$ cat config.mk
export PLATFORM = sky130hd
export DESIGN_NAME = blinkled_progmem_arbiter
export DESIGN_NICKNAME = d
export VERILOG_FILES = /design/src/rtl/blinkled_progmem_arbiter.sv
export SDC_FILE = /design/constraint.sdc
export NUM_CORES = 1
export LEC_CHECK = 0
export BUFFER_PORTS_ARGS = -buffer_cell sky130_fd_sc_hd__buf_2
export CAP_MARGIN = 40
export CORE_AREA = 2 2 94 96
export DETAILED_ROUTE_END_ITERATION = 6
export DIE_AREA = 0 0 96 98
export PLACE_DENSITY_LB_ADDON = 0.2
export SLEW_MARGIN = 5
export SYNTH_ARGS = -nofsm -noshare
export SYNTH_HDL_FRONTEND = slang
export SYNTH_SLANG_ARGS = --single-unit
$ cat constraint.sdc
create_clock -name clk -period 2.19 [get_ports clk]
set_input_delay 0.1095 -clock clk [delete_from_list [all_inputs] [get_ports clk]]
set_output_delay 0.1095 -clock clk [all_outputs]
set_load 0.01 [all_outputs]
$ cat src/rtl/blinkled_progmem_arbiter.sv
// Round-robin sharing of the single-port program memory between instruction
// fetch (m0, read-only) and the data/loader port (m1), with range checking.
module blinkled_progmem_arbiter #(
    parameter int          ADDR_W = 16,
    parameter int          DATA_W = 32,
    parameter int          BE_W   = 4,
    parameter int unsigned DEPTH  = 50000
) (
    input  logic              clk,
    input  logic              reset,
    input  logic              reset_req,
    input  logic [ADDR_W-1:0] m0_address,
    input  logic              m0_read,
    output logic              m0_waitrequest,
    output logic [DATA_W-1:0] m0_readdata,
    output logic              m0_readdatavalid,
    input  logic [ADDR_W-1:0] m1_address,
    input  logic              m1_read,
    input  logic              m1_write,
    input  logic [BE_W-1:0]   m1_byteenable,
    input  logic [DATA_W-1:0] m1_writedata,
    output logic              m1_waitrequest,
    output logic [DATA_W-1:0] m1_readdata,
    output logic              m1_readdatavalid,
    output logic [ADDR_W-1:0] mem_address,
    output logic [BE_W-1:0]   mem_byteenable,
    output logic              mem_chipselect,
    output logic              mem_write,
    output logic [DATA_W-1:0] mem_writedata,
    input  logic [DATA_W-1:0] mem_readdata,
    input  logic              err_clear,
    output logic              err_sticky,
    output logic [ADDR_W-1:0] err_addr
);

    typedef enum logic {
        RR_M0 = 1'b0,
        RR_M1 = 1'b1
    } rr_t;

    // One extra bit so a DEPTH equal to 2**ADDR_W never flags anything.
    localparam logic [ADDR_W:0] LIMIT = (ADDR_W + 1)'(DEPTH);

    rr_t               rr;
    logic              m0_req_raw;
    logic              m1_req_raw;
    logic              m0_req;
    logic              m1_req;
    logic              grant0;
    logic              grant1;
    logic [ADDR_W-1:0] win_addr;
    logic              win_oor;
    logic              win_write;
    logic              rv0;
    logic              rv1;
    logic              oor_q;

    always_comb begin
        m0_req_raw = m0_read;
        m1_req_raw = m1_read | m1_write;
        m0_req     = m0_req_raw & ~reset_req;
        m1_req     = m1_req_raw & ~reset_req;

        grant0 = m0_req & (~m1_req | (rr == RR_M0));
        grant1 = m1_req & (~m0_req | (rr == RR_M1));

        m0_waitrequest = m0_req_raw & ~grant0;
        m1_waitrequest = m1_req_raw & ~grant1;

        win_addr  = grant1 ? m1_address : (grant0 ? m0_address : '0);
        win_oor   = (grant0 | grant1) & ({1'b0, win_addr} >= LIMIT);
        win_write = grant1 & m1_write;

        mem_address    = win_addr;
        mem_byteenable = grant1 ? m1_byteenable : (grant0 ? '1 : '0);
        mem_writedata  = grant1 ? m1_writedata : '0;
        mem_chipselect = (grant0 | grant1) & ~win_oor;
        mem_write      = win_write & ~win_oor;
    end

    always_ff @(posedge clk) begin
        if (reset) begin
            rr         <= RR_M0;
            rv0        <= 1'b0;
            rv1        <= 1'b0;
            oor_q      <= 1'b0;
            err_sticky <= 1'b0;
            err_addr   <= '0;
        end else begin
            if (grant0) begin
                rr <= RR_M1;
            end else if (grant1) begin
                rr <= RR_M0;
            end
            rv0   <= grant0;
            rv1   <= grant1 & ~m1_write;
            oor_q <= win_oor;
            // A new error in the same cycle as err_clear re-arms the capture.
            if (win_oor) begin
                err_sticky <= 1'b1;
                if (!err_sticky || err_clear) begin
                    err_addr <= win_addr;
                end
            end else if (err_clear) begin
                err_sticky <= 1'b0;
            end
        end
    end

    always_comb begin
        m0_readdatavalid = rv0;
        m1_readdatavalid = rv1;
        m0_readdata      = (rv0 && !oor_q) ? mem_readdata : '0;
        m1_readdata      = (rv1 && !oor_q) ? mem_readdata : '0;
    end

endmodule
==> impl_metrics.py <==
metrics = {
    "detailed_routing": {
        "met2WireLength_mm": 4.90,
        "via_per_inst": 4.61,
        "drt-total-wl_mm": 8.80,
        "met3WireLength_um": 691,
        "drc_errors": 0,
        "wl_per_cell_um": 14.3,
        "detail_route.iter0.violations": 48,
        "wl_met1_mm": 3.15,
        "ant_nets": 0,
        "vias": 2832,
        "drt_pass1_iterations": 4,
        "top_routing_layer_in_use": "met4",
    },
    "placed_design": {
        "dp_hpwl_mm": 7.44,
        "numPortBuffers": 245,
        "globalplace.congestion": 0.768,
    },
    "floorplanning": {
        "die_width_um": 96,
        "std_cell_rows": 34,
        "io_pins": 246,
        "area_of_the_die_sq_um": 9410,
        "initial_utilization_pct": 24.4,
        "fp.dieH_um": 98,
        "core_area_sq_um": 8470,
    },
    "clocking": {
        "cts.path.max_buffers": 2,
        "ctsRootBufferMaster": "sky130_fd_sc_hd__clkbuf_8",
        "clock_sinks": 21,
        "cts_setup_buffers": 0,
        "cts_tree": "built",
        "clkLatencyLatePin_ns": 0.26,
        "clk_transition_reported_paths_ns": 0.08,
        "tritoncts.num_buffers": 3,
        "clock_tree.htree_level_count": 1,
        "cts.hold.buffers_added": 0,
    },
    "sta": {
        "timing.slew.headroom_pct": 54.4,
        "finalHoldWorstSlack_ns": 0.124,
        "fin_skew_ns": 0.00595,
        "period_needed_ns": 2.02,
        "final_hold_viol_count": 0,
        "fmax_ghz": 0.496,
        "post-route-period-util_pct": 92.1,
        "setup_violations": 0,
        "unrepaired_setup_endpoints_after_global_routing": "false",
        "final_total_negative_setup_slack_ns": 0,
        "tightestPinTransition_ns": 0.684,
        "timing.final.max_slew_violations": 0,
    },
    "logic_synthesis": {
        "synth_top_flop_cell": "sky130_fd_sc_hd__dfxtp_1",
        "synth_nets": 380,
        "post_synth_num_cell_types": 39,
        "postSynth.asyncResetShare_pct": 0,
        "yosys_warnings": 0,
        "post_synth_instance_area_sq_um": 2070,
        "syn_inst": 273,
        "ys_seq_area_share_pct": 20.4,
        "flop_and_latch_count_out_of_synthesis": 21,
        "synth_edf_count": 0,
        "syn_avg_cell_area_sq_um": 7.57,
    },
    "run_status": {
        "run_status": "finished, final reports clean",
    },
    "cells_and_area": {
        "most_frequent_standard_cell_in_the_layout_excluding_fill_and_tap_cells": "sky130_fd_sc_hd__buf_2",
        "n_antenna_cell": 0,
        "multi_input_comb_area_sq_um": 1470,
        "area_delta_synth_final_pct": 65.6,
        "final_layout_size_suffix_gt1_share_pct": 56.3,
        "num-nets-final": 614,
        "mostFrequentLayoutCells": "sky130_fd_sc_hd__buf_2 (245), sky130_fd_sc_hd__and2_1 (69), sky130_fd_sc_hd__and3_1 (33), sky130_fd_sc_hd__dfxtp_1 (21), sky130_fd_sc_hd__inv_1 (13)",
        "seqCellArea_sq_um": 420,
        "final.fill_count": 926,
    },
    "pwr": {
        "vdd_drop_max_mv": 0.263,
        "power.static_leakage_nw": 2.05,
        "power.density_nw_per_um2": 340,
    },
    "setup_path": {
        "worst-r2r-setup-slack_ns": 0.27,
        "worst_setup_path_start_kind": "flop",
        "timing.critical_path.to_type": "output port",
        "timing.setup.critical_path_class": "flop to output port",
        "worst_r2r_path_depth": 5,
        "critPathRequiredTime_ns": 2.08,
        "r2r-start": "rr",
        "timing.rr.end": "err_addr[9]",
        "cp_arrival_ns": 1.91,
        "highest_net_fanout_along_the_worst_path": 22,
        "crit_path_start": "rr",
    },
    "worst_hold_path": {
        "hp-start": "m1_write",
        "hold_path.class": "input pin to flop",
        "worst_hold_path.endpoint": "m1_readdatavalid",
        "worst_hold_path.num_cells": 2,
    },
    "grt": {
        "grt.total_usage_pct": 17.4,
        "globalRouteOverflowTotal": 0,
        "grt_start_max_net_pins": 33,
        "antenna_found_initial": 0,
        "via_count_of_the_first_global_routing_pass": 2590,
        "global_route_wire_length_before_repair_mm": 13.0,
    },
    "flow_run": {
        "drv.max_cap_violation_count": 0,
    },
}
## critical path, stage by stage (launching register included)
cell                       delay (ns)
sky130_fd_sc_hd__dfxtp_1         0.39
sky130_fd_sc_hd__nand2b_1        0.24
sky130_fd_sc_hd__buf_4           0.25
sky130_fd_sc_hd__and2_2          0.31
sky130_fd_sc_hd__buf_4           0.18
sky130_fd_sc_hd__and3_1          0.14
sky130_fd_sc_hd__buf_2           0.13
## flip-flops by register name, indices dropped and copies added (netlist names)
name,cells
m1_readdatavalid,1
rr,1
err_addr,16
err_sticky,1
m0_readdatavalid,1
oor_q,1
## cells in the mapped netlist (6+ instances only)
master | n | area (sq um)
sky130_fd_sc_hd__inv_1 | 13 | 48.8
sky130_fd_sc_hd__and3_1 | 33 | 206
sky130_fd_sc_hd__dfxtp_1 | 21 | 420
sky130_fd_sc_hd__clkbuf_1 | 14 | 52.6
sky130_fd_sc_hd__a221oi_2 | 8 | 120
sky130_fd_sc_hd__a22o_1 | 11 | 96.3
sky130_fd_sc_hd__and2_1 | 70 | 438
sky130_fd_sc_hd__nor3_2 | 6 | 60.1
sky130_fd_sc_hd__a221oi_1 | 6 | 52.6
sky130_fd_sc_hd__nand3_1 | 9 | 45.0
sky130_fd_sc_hd__nor2b_1 | 8 | 50.1
sky130_fd_sc_hd__nor2_1 | 6 | 22.5
sky130_fd_sc_hd__buf_2 | 6 | 30.0
sky130_fd_sc_hd__nand2_1 | 11 | 41.3
## cell type report
cell class	count	area share, %
inverter	13	1.43
multi-input combinational	213	43.0
tap	108	3.95
timing repair buffer	255	38.0
clock buffer	4	1.32
sequential	21	12.3
## how the worst max path moves through the flow
| stage | to | slack (ns) | depth (start not counted) |
|---|---|---|---|
| after floorplan | err_addr[0] | 0.57 | 7 |
| after global placement | err_addr[8] | 0.27 | 6 |
| after detailed placement | err_addr[1] | 0.21 | 6 |
| after CTS | mem_write | 0.1 | 7 |
| after global routing | mem_write | 0.01 | 6 |
| final | mem_write | 0.17 | 6 |
## metrics by stage
stage	cell area (sq um)	total power [mW]	utilization (%)	instances	setup slack (ns)
floorplan	2070	0.675	-	273	0.566
global placement	3370	0.913	39.8	610	0.267
detailed placement	3370	0.916	39.8	610	0.209
CTS	3420	1.18	40.4	614	0.0955
global route	3420	1.25	40.4	614	0.0131
finish	3420	1.16	40.4	614	0.173
## cell families after synthesis
kind of cell | after synthesis | synth area share (%)
and+or+nand+nor | 159 | 47.3
DFF | 21 | 20.4
buffers and inverters | 39 | 8.72
AOI/OAI and AO/OA | 54 | 23.6
## metal layers
| metal | up-vias | track usage, % |
|---|---|---|
| met1 | 1260 | 18.3 |
| met4 | 0 | 2.53 |
| met3 | 4 | 2.70 |
| li1 | 1427 | - |
| met2 | 141 | 35.6 |
| met5 | - | 0 |
## power by group
part           total [mW]  switching (mW)  leakage [nW]  internal [mW]
Clock               0.258           0.129        0.0228          0.130
Combinational       0.499           0.272          1.86          0.227
Sequential          0.406         0.00812         0.170          0.398
Total                1.16           0.409          2.05          0.755
## timing repair
| action | CTS | global route |
|---|---|---|
| endpoints found under the setup margin | 3 | 2 |
| gates cloned | 0 | 0 |
| resized for setup | 1 | 1 |
No activity file was read; power rests on OpenSTA's default activity.
